[config.mk]
export PLATFORM = sky130hd
export DESIGN_NAME = rc5_enc_ctrl_flat
export DESIGN_NICKNAME = d
export VERILOG_FILES = /design/src/rtl/rc5_enc_ctrl_pkg.sv /design/src/rtl/rc5_enc_ctrl_if.sv /design/src/rtl/rc5_enc_ctrl_rotl.sv /design/src/rtl/rc5_enc_ctrl.sv /design/src/flat_wrapper.sv
export SDC_FILE = /design/constraint.sdc
export NUM_CORES = 1
export LEC_CHECK = 0
export BUFFER_PORTS_ARGS = -buffer_cell sky130_fd_sc_hd__buf_2
export CELL_PAD_IN_SITES_DETAIL_PLACEMENT = 0
export CELL_PAD_IN_SITES_GLOBAL_PLACEMENT = 1
export CORE_MARGIN = 3
export CORE_UTILIZATION = 25
export DETAILED_ROUTE_END_ITERATION = 10
export PLACE_DENSITY = 0.58
export SLEW_MARGIN = 20
export SYNTH_ARGS = -nofsm -noshare
export SYNTH_HDL_FRONTEND = slang
export SYNTH_SLANG_ARGS = --single-unit
[constraint.sdc]
create_clock -name clk -period 13 [get_ports clk]
set_input_delay 2.6 -clock clk [delete_from_list [all_inputs] [get_ports clk]]
set_output_delay 2.6 -clock clk [all_outputs]
set_load 0.01 [all_outputs]
[src/rtl/rc5_enc_ctrl_pkg.sv]
// Shared constants and FSM state type for the RC5 encryption controller.
package rc5_pkg;
  localparam int WORD_W = 16;
  localparam int ROT_W  = 4;
  localparam int KEY_AW = 8;

  typedef enum logic [2:0] {
    IDLE,
    PRE_A,
    PRE_B,
    RND_A,
    RND_B,
    DONE
  } state_t;
endpackage

[src/rtl/rc5_enc_ctrl_if.sv]
// Plaintext-in / ciphertext-out handshake bundle; names are from the controller's view.
interface rc5_enc_ctrl_if;
  import rc5_pkg::*;

  logic              in_valid_i;
  logic              in_ready_o;
  logic [WORD_W-1:0] pt_a_i;
  logic [WORD_W-1:0] pt_b_i;
  logic              out_valid_o;
  logic              out_ready_i;
  logic [WORD_W-1:0] ct_a_o;
  logic [WORD_W-1:0] ct_b_o;

  modport master (
    output in_valid_i, pt_a_i, pt_b_i, out_ready_i,
    input  in_ready_o, out_valid_o, ct_a_o, ct_b_o
  );

  modport slave (
    input  in_valid_i, pt_a_i, pt_b_i, out_ready_i,
    output in_ready_o, out_valid_o, ct_a_o, ct_b_o
  );
endinterface

[src/rtl/rc5_enc_ctrl_rotl.sv]
// Data-dependent left rotate of one RC5 word by a ROT_W-bit amount.
module rc5_enc_ctrl_rotl
  import rc5_pkg::*;
(
  input  logic [WORD_W-1:0] data_i,
  input  logic [ROT_W-1:0]  n_i,
  output logic [WORD_W-1:0] data_o
);
  logic [ROT_W:0] rs;

  // A zero amount yields a right shift by the full width, which contributes nothing.
  assign rs     = (ROT_W+1)'(WORD_W) - {1'b0, n_i};
  assign data_o = (data_i << n_i) | (data_i >> rs);
endmodule

[src/rtl/rc5_enc_ctrl.sv]
// RC5 block encryption controller: one expanded-key word consumed per compute cycle.
module rc5_enc_ctrl #(
  parameter int NUM_ROUNDS = 12,
  parameter int WORD_W     = 16
) (
  input  logic                        clk,
  input  logic                        rst_n,
  rc5_enc_ctrl_if.slave               io,
  output logic [rc5_pkg::KEY_AW-1:0]  key_addr_o,
  input  logic [WORD_W-1:0]           key_data_i,
  output logic                        busy_o
);
  import rc5_pkg::*;

  localparam logic [KEY_AW-1:0] K_LAST = KEY_AW'(2 * NUM_ROUNDS + 1);

  state_t              state_q, state_d;
  logic [WORD_W-1:0]   a_q, a_d, b_q, b_d;
  logic [KEY_AW-1:0]   k_q, k_d;
  logic                init_q;
  logic [WORD_W-1:0]   rot_data, rot_out;
  logic [ROT_W-1:0]    rot_n;

  // Single shared rotator: only the amount source differs between the half-rounds.
  assign rot_data = a_q ^ b_q;
  assign rot_n    = (state_q == RND_B) ? a_q[ROT_W-1:0] : b_q[ROT_W-1:0];

  rc5_enc_ctrl_rotl u_rotl (
    .data_i (rot_data),
    .n_i    (rot_n),
    .data_o (rot_out)
  );

  always_ff @(posedge clk or negedge rst_n) begin
    if (!rst_n) begin
      state_q <= IDLE;
      a_q     <= '0;
      b_q     <= '0;
      k_q     <= '0;
      init_q  <= 1'b0;
    end else begin
      state_q <= state_d;
      a_q     <= a_d;
      b_q     <= b_d;
      k_q     <= k_d;
      init_q  <= 1'b1;
    end
  end

  always_comb begin
    state_d = state_q;
    a_d     = a_q;
    b_d     = b_q;
    k_d     = k_q;
    case (state_q)
      IDLE: begin
        if (io.in_valid_i && init_q) begin
          a_d     = io.pt_a_i;
          b_d     = io.pt_b_i;
          k_d     = '0;
          state_d = PRE_A;
        end
      end
      PRE_A: begin
        a_d     = a_q + key_data_i;
        k_d     = k_q + 1'b1;
        state_d = PRE_B;
      end
      PRE_B: begin
        b_d     = b_q + key_data_i;
        k_d     = k_q + 1'b1;
        state_d = RND_A;
      end
      RND_A: begin
        a_d     = rot_out + key_data_i;
        k_d     = k_q + 1'b1;
        state_d = RND_B;
      end
      RND_B: begin
        b_d     = rot_out + key_data_i;
        k_d     = k_q + 1'b1;
        state_d = (k_q == K_LAST) ? DONE : RND_A;
      end
      DONE: begin
        if (io.out_ready_i) state_d = IDLE;
      end
      default: state_d = IDLE;
    endcase
  end

  // init_q keeps in_ready low until the first edge after reset release.
  assign io.in_ready_o  = (state_q == IDLE) && init_q;
  assign io.out_valid_o = (state_q == DONE);
  assign io.ct_a_o      = (state_q == DONE) ? a_q : '0;
  assign io.ct_b_o      = (state_q == DONE) ? b_q : '0;
  assign busy_o         = (state_q != IDLE);
  assign key_addr_o     = (state_q == IDLE || state_q == DONE) ? '0 : k_q;
endmodule

[src/flat_wrapper.sv]
// flat-port wrapper written by rule: the top's interface ports become plain ports
module rc5_enc_ctrl_flat import rc5_pkg::*;
#(
  parameter int NUM_ROUNDS = 12,
  parameter int WORD_W     = 16
)
  (clk, rst_n, key_addr_o, key_data_i, busy_o, io_in_valid_i, io_pt_a_i, io_pt_b_i, io_out_ready_i, io_in_ready_o, io_out_valid_o, io_ct_a_o, io_ct_b_o);
  rc5_enc_ctrl_if io_i ();
  input  logic clk;
  input  logic rst_n;
  output logic [rc5_pkg::KEY_AW-1:0] key_addr_o;
  input  logic [WORD_W-1:0] key_data_i;
  output logic busy_o;
  input wire logic [$bits(io_i.in_valid_i)-1:0] io_in_valid_i;
  input wire logic [$bits(io_i.pt_a_i)-1:0] io_pt_a_i;
  input wire logic [$bits(io_i.pt_b_i)-1:0] io_pt_b_i;
  input wire logic [$bits(io_i.out_ready_i)-1:0] io_out_ready_i;
  output wire logic [$bits(io_i.in_ready_o)-1:0] io_in_ready_o;
  output wire logic [$bits(io_i.out_valid_o)-1:0] io_out_valid_o;
  output wire logic [$bits(io_i.ct_a_o)-1:0] io_ct_a_o;
  output wire logic [$bits(io_i.ct_b_o)-1:0] io_ct_b_o;
  assign io_i.in_valid_i = io_in_valid_i;
  assign io_i.pt_a_i = io_pt_a_i;
  assign io_i.pt_b_i = io_pt_b_i;
  assign io_i.out_ready_i = io_out_ready_i;
  assign io_in_ready_o = io_i.in_ready_o;
  assign io_out_valid_o = io_i.out_valid_o;
  assign io_ct_a_o = io_i.ct_a_o;
  assign io_ct_b_o = io_i.ct_b_o;
  rc5_enc_ctrl #(.NUM_ROUNDS(NUM_ROUNDS), .WORD_W(WORD_W)) u_core (.clk(clk), .rst_n(rst_n), .io(io_i), .key_addr_o(key_addr_o), .key_data_i(key_data_i), .busy_o(busy_o));
endmodule
Yosys cells after proc, flatten, opt, wreduce, memory -nomap -nowiden --
Cells that the tools add are included.
Word-level totals: logic and storage cells 49, register bits 44, output and inout bits 43
Operators by class: mux-type cells 14, equality and inequality tests 8, $add $sub $neg 5, bitwise operators 2, reductions and logical operators 13, shifts and indexed selects 2
Operators with widths (number):
- case mux 16 bit (3 select lines) | 2
- two-way mux 16 bit | 4
- adder 16 bit | 3
- case mux 3 bit (6 select lines) | 1
- two-way mux 8 bit | 2
- bitwise OR 16 bit | 1
- case mux 8 bit (2 select lines) | 1
- << shifter 16 x 4 -> 16 bit | 1
- right shift 16 x 5 -> 16 bit | 1
- bitwise XOR 16 bit | 1
- two-way mux 3 bit | 3
- nonzero test 3 bit | 3
- adder 8 x 1 -> 8 bit (second input constant) | 1
- == test 8 x 5 -> 1 bit (second input constant) | 1
- AND reduction 2 bit | 4
- == test 3 x 2 -> 1 bit (second input constant) | 2
- == test 3 bit (second input constant) | 2
- subtractor 5 x 4 -> 5 bit (first input constant) | 1
- two-way mux 4 bit | 1
- OR reduction 4 bit | 1
- == test 3 x 1 -> 1 bit (second input constant) | 1
- logical NOT 3 bit | 1
- logical AND 1 bit | 2
- != test 2 x 1 -> 1 bit (second input constant) | 1
- other kinds (3) | 3

Longest topological paths before layout --
Gate-level depths: netlist (run 1).
depth in word-level cells 7, depth in mapped cells 26

Cells and area by module --
Synthesis (run 1) repeated with hierarchy kept, for this count alone.
Unflattened totals: cell total of the unflattened synthesis 760, area, all modules 6403.6 µm²
By module, submodules not included:
- rc5_enc_ctrl | area an instance 4924.7 µm², seq. area each 1101.1 µm², times used 1, cells each 610
- rc5_enc_ctrl_rotl | area an instance 1478.9 µm², seq. area each 0.0 µm², times used 1, cells each 150

Least setup slack after synthesis (run 1) --
Ideal clock, no wire load.
path type register to register, from reg u_core.state_q[1], to reg u_core.b_q[12], library setup time 0.133 ns, arrival 5.383 ns, data required time 12.867 ns, clock period less this slack 5.516 ns, cell stages (with the launch flop) 23, buffers on the path 5, path slack 7.484 ns, cell sequence dfrtp_1 buf_6 nor3b_4 mux2_2 inv_2 buf_2 buf_1 ha_1 clkbuf_1 inv_1 clkbuf_1 mux4_2 a21oi_1 o22ai_1 ha_1 nor2b_1 o31a_1 o21a_1 a2111o_1 a31oi_1 xnor2_1 a222oi_1 o21ai_0
On the way: cells in the longest elaborated chain, start to end 7, elaborated cells on any way between the ends 13, classes of those cells add/sub (2); eq/ne (3); shift (2); mux (2); bitwise (1); reduce/logical (3)
RTL lines:
- start, declared | RTL line rc5_enc_ctrl.sv:17 | state_t state_q, state_d;
- start signal, assigned | RTL line rc5_enc_ctrl.sv:42 | state_q <= state_d;
- == test 3 bit | RTL line rc5_enc_ctrl.sv:26, rc5_enc_ctrl.sv:55
- two-way mux 4 bit | RTL line rc5_enc_ctrl.sv:26 | assign rot_n = (state_q == RND_B) ? a_q[ROT_W-1:0] : b_q[ROT_W-1:0];
- subtractor 5 x 4 -> 5 bit | RTL line rc5_enc_ctrl_rotl.sv:12 | assign rs = (ROT_W+1)'(WORD_W) - {1'b0, n_i};
- right shift 16 x 5 -> 16 bit | RTL line rc5_enc_ctrl_rotl.sv:13 | assign data_o = (data_i << n_i) | (data_i >> rs);
- bitwise OR 16 bit | RTL line rc5_enc_ctrl_rotl.sv:13
- adder 16 bit | RTL line rc5_enc_ctrl.sv:80 | b_d = rot_out + key_data_i;
- case mux 16 bit (3 select lines) | RTL line rc5_enc_ctrl.sv:55 | case (state_q)
- end signal, assigned | RTL line rc5_enc_ctrl.sv:38 | b_q <= '0;
- end signal, assigned | RTL line rc5_enc_ctrl.sv:44 | b_q <= b_d;
- end, declared | RTL line rc5_enc_ctrl.sv:18 | logic [WORD_W-1:0] a_q, a_d, b_q, b_d;
Parallel ways exist; a longest one is shown, timed or not. A chain may end at the register's enable or synchronous reset.

Worst setup path in the final report (run 1) --
from reg u_core.state_q[2], to reg u_core.a_q[13]
On the way: cells in the longest elaborated chain, start to end 7, elaborated cells on any way between the ends 14, classes of those cells add/sub (2); eq/ne (4); shift (2); mux (2); bitwise (1); reduce/logical (3)
RTL lines:
- == test 3 bit | RTL line rc5_enc_ctrl.sv:26
- two-way mux 4 bit | RTL line rc5_enc_ctrl.sv:26
- subtractor 5 x 4 -> 5 bit | RTL line rc5_enc_ctrl_rotl.sv:12
- right shift 16 x 5 -> 16 bit | RTL line rc5_enc_ctrl_rotl.sv:13
- bitwise OR 16 bit | RTL line rc5_enc_ctrl_rotl.sv:13
- adder 16 bit | RTL line rc5_enc_ctrl.sv:75 | a_d = rot_out + key_data_i;
- case mux 16 bit (3 select lines) | RTL line rc5_enc_ctrl.sv:55
- end signal, assigned | RTL line rc5_enc_ctrl.sv:37 | a_q <= '0;
- end signal, assigned | RTL line rc5_enc_ctrl.sv:43 | a_q <= a_d;
- end, declared | RTL line rc5_enc_ctrl.sv:18
Parallel ways exist; a longest one is shown, timed or not.

==> results.yml, run 1 <==
floorplanning:
  die_h_um: 166.2
  core.rowCount: 57
  fp.dieW_um: 166.2
  start_util_pct: 25.91
  die-area_um2: 27610
  fp.coreArea_um2: 24750
  ios: 95
route:
  wl_um: 24510
  viasPerCell: 5.308
  wire_per_inst_um: 19.57
  route.vias.total: 6646
  ant_nets: 0
  dr.pass1.iters: 7
  drcViolationCount: 0
  drtIter0Drc: 550
grt:
  grt_pass1_vias: 6442
  gr-usage-all-layers_pct: 17.06
  grt-ovfl-total: 0
  antenna_found_initial: 0
  grt_max_degree: 45
  grt_pass1_wl_um: 37690
clock_network:
  cts_buffer_depth: 2
  cts_resized: 0
  cts_setup_buffers: 0
  htree_levels: 2
  numClockSinks: 44
  cts_tree: "yes"
  clk_pin_slew_worst_paths_ns: 0.08
  cts_buffers: 5
  clkLatencyLatePin_ns: 0.30
  clock-root-buffer: "clkbuf_16"
  hold_buffers: 0
cells_and_area:
  finalNetCount: 1032
  drive_gt1_share_pct: 14.76
  final_core_util_pct: 29.62
  seqCellArea_um2: 1101
  area_delta_synth_final_pct: 14.30
  multi_input_area_um2: 5035
  diodes: 0
  fillers: 2690
worst_setup_path:
  arrival_ns: 6.88
  crit_required_ns: 13.19
  criticalPathCategory: "reg2reg"
  start_kind: "register"
  end_kind: "register"
  cp_max_fo: 29
yosys:
  synth_seq_cells: 44
  synth_area_um2: 6412
  ys.flop_type: "dfrtp_1"
  syn_nets: 973
  synth_warnings: 0
  synth.distinct_cells: 74
  async_flop_share_pct: 100.0
  synth_edf_count: 0
  synth_seq_area_share_pct: 17.17
  synth.avg_cell_area_um2: 7.388
  synthCells: 868
placement:
  io_buffers: 94
  gp_congestion: 0.8499
  dp_hpwl_um: 19110
worst_hold_path:
  hold_class: "reg2reg"
sta:
  max_freq_mhz: 149.4
  fin_crit_sh_pct: 51.47
  rsz0062_at_grt: "no"
  slew_headroom_pct: 36.18
  tns_ns: 0
  min_period_ns: 6.691
  setup_viol: 0
  final-hold-violation-count: 0
  worst_pin_slew_ns: 0.9573
  fin_worst_skew_ns: 0.006832
  slew_viol_final: 0
run:
  maxCapViolCount: 0
status:
  status: "complete, no violations"
synthesized netlist by cell type (4+ instances only):
| master | instances | area share [%] |
|---|---|---|
| nor2_1 | 97 | 5.7 |
| nand2_1 | 78 | 4.6 |
| o21ai_0 | 75 | 5.9 |
| a21oi_1 | 72 | 5.6 |
| ha_1 | 50 | 9.8 |
| dfrtp_1 | 44 | 17 |
| clkbuf_1 | 40 | 2.3 |
| xnor2_1 | 40 | 5.5 |
| and2_1 | 34 | 3.3 |
| mux2i_1 | 28 | 4.4 |
| nand3_1 | 25 | 2.0 |
| xor2_1 | 22 | 3.0 |
| a211oi_1 | 21 | 2.5 |
| a31oi_1 | 17 | 1.7 |
| and3_1 | 17 | 1.7 |
| inv_1 | 16 | 0.94 |
| nor3_1 | 15 | 1.2 |
| a221oi_1 | 14 | 1.9 |
| a21o_1 | 12 | 1.4 |
| o211ai_1 | 12 | 1.4 |
| nand2b_1 | 11 | 1.1 |
| o22ai_1 | 8 | 0.78 |
| o31ai_1 | 8 | 0.94 |
| mux2_2 | 7 | 1.2 |
| nor2b_1 | 6 | 0.59 |
| o21a_1 | 6 | 0.70 |
| or3_1 | 6 | 0.59 |
| a22oi_1 | 5 | 0.59 |
| buf_2 | 5 | 0.39 |
| buf_1 | 4 | 0.23 |
| mux4_2 | 4 | 1.4 |
through the flow:
step	instance area [um^2]	cells	setup slack [ns]	hold WS [ns]
3_5_place_dp	7148	1244	6.224	0.5496
6_report	7330	1252	6.309	0.5571
5_1_grt	7330	1252	5.823	0.5930
2_1_floorplan	6412	868	7.484	0.5065
3_3_place_gp	7147	1244	6.250	0.5356
4_1_cts	7320	1252	6.174	0.5681
routing by layer:
| layer | GRT usage, % | part of all wire [%] |
|---|---|---|
| met5 | 0 | 0 |
| met4 | 3.906 | 1.9 |
| met3 | 1.357 | 3.4 |
| met2 | 29.10 | 46 |
| met1 | 23.56 | 48 |
layout by cell type, fill, tap and decap left out, types with 3 or more instances in the layout:
master     instances
a21o_1            12
nor3_1            15
o31ai_1            8
xnor2_1           39
a21oi_1           72
a221oi_1          14
o221ai_1           3
clkbuf_16          5
dfrtp_1           44
or2_2              3
xor2_1            22
a211oi_1          21
ha_1              50
and2_1            34
mux2i_1           28
nand2b_1          11
mux4_2             4
a22oi_1            5
o31a_1             3
a31oi_1           17
nor2_1            97
nand4_1            3
nor2b_1            5
fa_1               3
buf_2             94
o21a_1             6
nand3_1           25
o21ai_0           75
o211ai_1          12
inv_1             16
mux2_2             7
a22o_1             3
buf_4             10
o22ai_1            8
or3_1              6
nand2_1           78
and3_1            16
critical path: stages (launching register included):
cell and delay, ns:
dfrtp_1 0.88, nor3b_4 0.29, buf_4 0.34, mux2_2 0.60, inv_2 0.49, ha_1 0.47, inv_1 0.40, mux2i_1 0.28
inv_1 0.09, mux4_2 0.50, o22ai_1 0.20, ha_1 0.27, a211oi_1 0.33, o211ai_1 0.19, a31oi_1 0.30, o21ai_0 0.21
xor2_1 0.20, a22oi_1 0.19, nor2_1 0.06, a221o_1 0.27
layout make-up:
cell class	instances	share of cell area [%]
Sequential cell	44	15.02
Tap cell	324	5.531
Clock buffer	5	1.707
Clock inverter	3	0.6316
Timing Repair Buffer	104	7.443
Multi-Input combinational cell	753	68.69
Inverter	19	0.9730
cell families (layout without fill, tap and decap cells):
family / Yosys count / after routing / synth area share, %
adders and majority gates: 53 / 53 / 10.69
xor gates and xnor gates: 62 / 62 / 8.468
AOI/OAI and AO/OA: 289 / 289 / 28.70
DFF: 44 / 44 / 17.17
buffers and inverters: 71 / 131 / 4.605
muxes: 42 / 42 / 7.629
other: 1 / 1 / 0.05848
and+or+nand+nor: 306 / 306 / 22.67
registers in the layout, indices dropped and copies added, names as in the netlist:
name / cells
u_core.k_q: 8
u_core.init_q: 1
u_core.a_q: 16
u_core.b_q: 16
u_core.state_q: 3
path summary, 6_finish.rpt:
check                      cells after the start              to  slack, ns               from
max in group asynchronous                      2   u_core.a_q[1]      10.09              rst_n
max                                           19  u_core.a_q[13]       6.31  u_core.state_q[2]
min in group asynchronous                      2  u_core.a_q[15]       2.42              rst_n
min reg2reg                                    2  u_core.b_q[11]       0.56     u_core.b_q[11]
min                                            2  u_core.b_q[11]       0.56     u_core.b_q[11]
max reg2reg                                   19  u_core.a_q[13]       6.31  u_core.state_q[2]
Power of run 1 is not shown: default switching activity piles up to over one toggle a cycle in this logic, so the estimate is an artifact.
==> run 2, diff against run 1 <==
==> constraint.sdc (replaced) <==
create_clock -name clk -period 6.85 [get_ports clk]
set_input_delay 1.37 -clock clk [delete_from_list [all_inputs] [get_ports clk]]
set_output_delay 1.37 -clock clk [all_outputs]
set_load 0.01 [all_outputs]
==> run 2 against run 1 <==
Compared with the run above:
- hold slack better by 0.015 ns
- core utilization up 0.17 points
- sequential share of layout area down 0.084 points
- flip-flop and latch count unchanged
- final cell count up 0.80%
- die area unchanged
- via count up 0.77%
- first-iteration DRC count down 12%
- critical endpoint is now u_core.b_q[12]
- largest cell class unchanged
- highest routed layer unchanged
==> results.yml, run 2 (same netlist as run 1, synthesis figures left out) <==
placement:
  io_buffers: 94
  gp_congestion: 0.9090
  dp_hpwl_um: 19460
grt:
  antenna_found_initial: 0
  grt_max_degree: 45
  grt_pass1_vias: 6522
  gr-usage-all-layers_pct: 17.29
  grt_pass1_wl_um: 38280
  grt-ovfl-total: 0
worst_hold_path:
  min_path_cells: 2
  hold_class: "reg2reg"
floorplanning:
  core.rowCount: 57
  die-area_um2: 27610
  die_h_um: 166.2
  fp.coreArea_um2: 24750
  fp.dieW_um: 166.2
  ios: 95
  start_util_pct: 25.91
sta:
  worst_pin_slew_ns: 0.9352
  rsz0062_at_grt: "no"
  slew_viol_final: 0
  tns_ns: 0
  min_period_ns: 5.478
  final-hold-violation-count: 0
  setup_viol: 0
  max_freq_mhz: 182.5
  fin_crit_sh_pct: 79.98
  fin_worst_skew_ns: 0.01036
  slew_headroom_pct: 37.43
clock_network:
  htree_levels: 2
  cts_buffer_depth: 2
  cts_setup_buffers: 0
  cts_buffers: 5
  numClockSinks: 44
  hold_buffers: 0
  clock-root-buffer: "clkbuf_16"
  cts_tree: "yes"
  clkLatencyLatePin_ns: 0.31
  clk_pin_slew_worst_paths_ns: 0.07
  cts_resized: 0
worst_setup_path:
  r2r_setup_slack_ns: 1.37
  path_cells: "nor3b_4, mux2_4, inv_2, ha_1, inv_1, mux4_2, a21oi_1, o22ai_1, ha_1, nor2b_1, o31a_1, o21a_1, a2111o_1, a31oi_1, xnor2_1, a222oi_1, o21ai_0"
  reg2reg_from: "u_core.state_q[0]"
  criticalPathCategory: "reg2reg"
  end_kind: "register"
  r2r-end: "u_core.b_q[12]"
  worst_path_largest_cell_delay_ns: 0.59
  arrival_ns: 5.66
  worst_path_max_delay_cell: "mux4_2"
  startpoint: "u_core.state_q[0]"
  cp_max_fo: 13
  reg2reg_depth: 17
  start_kind: "register"
  critPathMostFrequentCell: "ha_1"
  cp.depth: 17
  crit_required_ns: 7.03
  worst-path-buf-inv: 2
  worstSetupEndpoint: "u_core.b_q[12]"
  path_delay_family: "compound AO/OA/AOI/OAI gates"
cells_and_area:
  finalNetCount: 1042
  final_cell_mix: "nor2_1, buf_2, nand2_1"
  diodes: 0
  layout_commonest_cell: "nor2_1"
  area_delta_synth_final_pct: 14.95
  fillers: 2743
  reg.largest.list: "u_core.a_q: 16 flops, u_core.b_q: 16 flops, u_core.k_q: 8 flops"
  drive_gt1_share_pct: 15.46
route:
  wire_per_inst_um: 19.37
  drtIter0Drc: 483
  viasPerCell: 5.307
  route.vias.total: 6697
  ant_nets: 0
  wl_um: 24440
  dr.pass1.iters: 5
  drcViolationCount: 0
status:
  status: "complete, no violations"
run:
  maxCapViolCount: 0
==> run 2: changes by cell type in the layout (fill, tap and decap cells not counted), sizes merged <==
cell / delta
clkinv: +1
bufinv: -1
buf: +10
==> run 2: worst reg2reg max path: cells and delay by family, from the launching register on <==
family / cells / cell delay (ns)
AO/OA/AOI/OAI: 8 / 1.78
AND/OR/NAND/NOR: 2 / 0.55
flip-flops: 1 / 0.54
XOR/XNOR: 1 / 0.12
adder cells (fa/ha/maj): 2 / 0.74
buffers and inverters: 2 / 0.60
multiplexers: 2 / 1.01
==> run 2: metal layers <==
metal  GRT usage (%)  routed length, um
met2           28.40              11330
met4           4.593                500
met1           23.97              11610
met5               0                  0
met3           2.285               1007
==> run 2: per-stage QoR <==
step / instance area (um^2) / setup WS [ns] / hold WS, ns / std cells / utilization, %
6_report: 7371 / 1.372 / 0.5722 / 1262 / 29.78
5_1_grt: 7371 / 1.003 / 0.6116 / 1262 / 29.78
4_1_cts: 7368 / 1.373 / 0.5764 / 1262 / 29.77
3_5_place_dp: 7222 / 1.408 / 0.5591 / 1254 / 29.18
3_3_place_gp: 7222 / 1.502 / 0.5454 / 1254 / 29.18
2_1_floorplan: 6412 / 1.334 / 0.5065 / 868 / -
==> run 2: final cells by class <==
class	count	area (um^2)	share of cell area (%)
clock buffer	5	125.1	1.698
clock inverter	3	21.27	0.2886
inverter	19	71.32	0.9676
multi-input combinational	753	5026	68.19
sequential	44	1101	14.94
tap	324	405.4	5.500
timing repair buffer	114	620.6	8.420
==> run 2: worst min path at each step <==
stage                         startpoint              to  slack, ns
after detailed placement   u_core.a_q[8]   u_core.a_q[8]       0.56
after CTS                 u_core.b_q[11]  u_core.b_q[11]       0.58
final                     u_core.a_q[14]  u_core.a_q[14]       0.57
after floorplan           u_core.a_q[14]  u_core.a_q[14]       0.51
after global placement     u_core.a_q[8]   u_core.a_q[8]       0.55
after global routing       u_core.b_q[5]   u_core.b_q[5]       0.61
Power of run 2 is left out for the same reason.
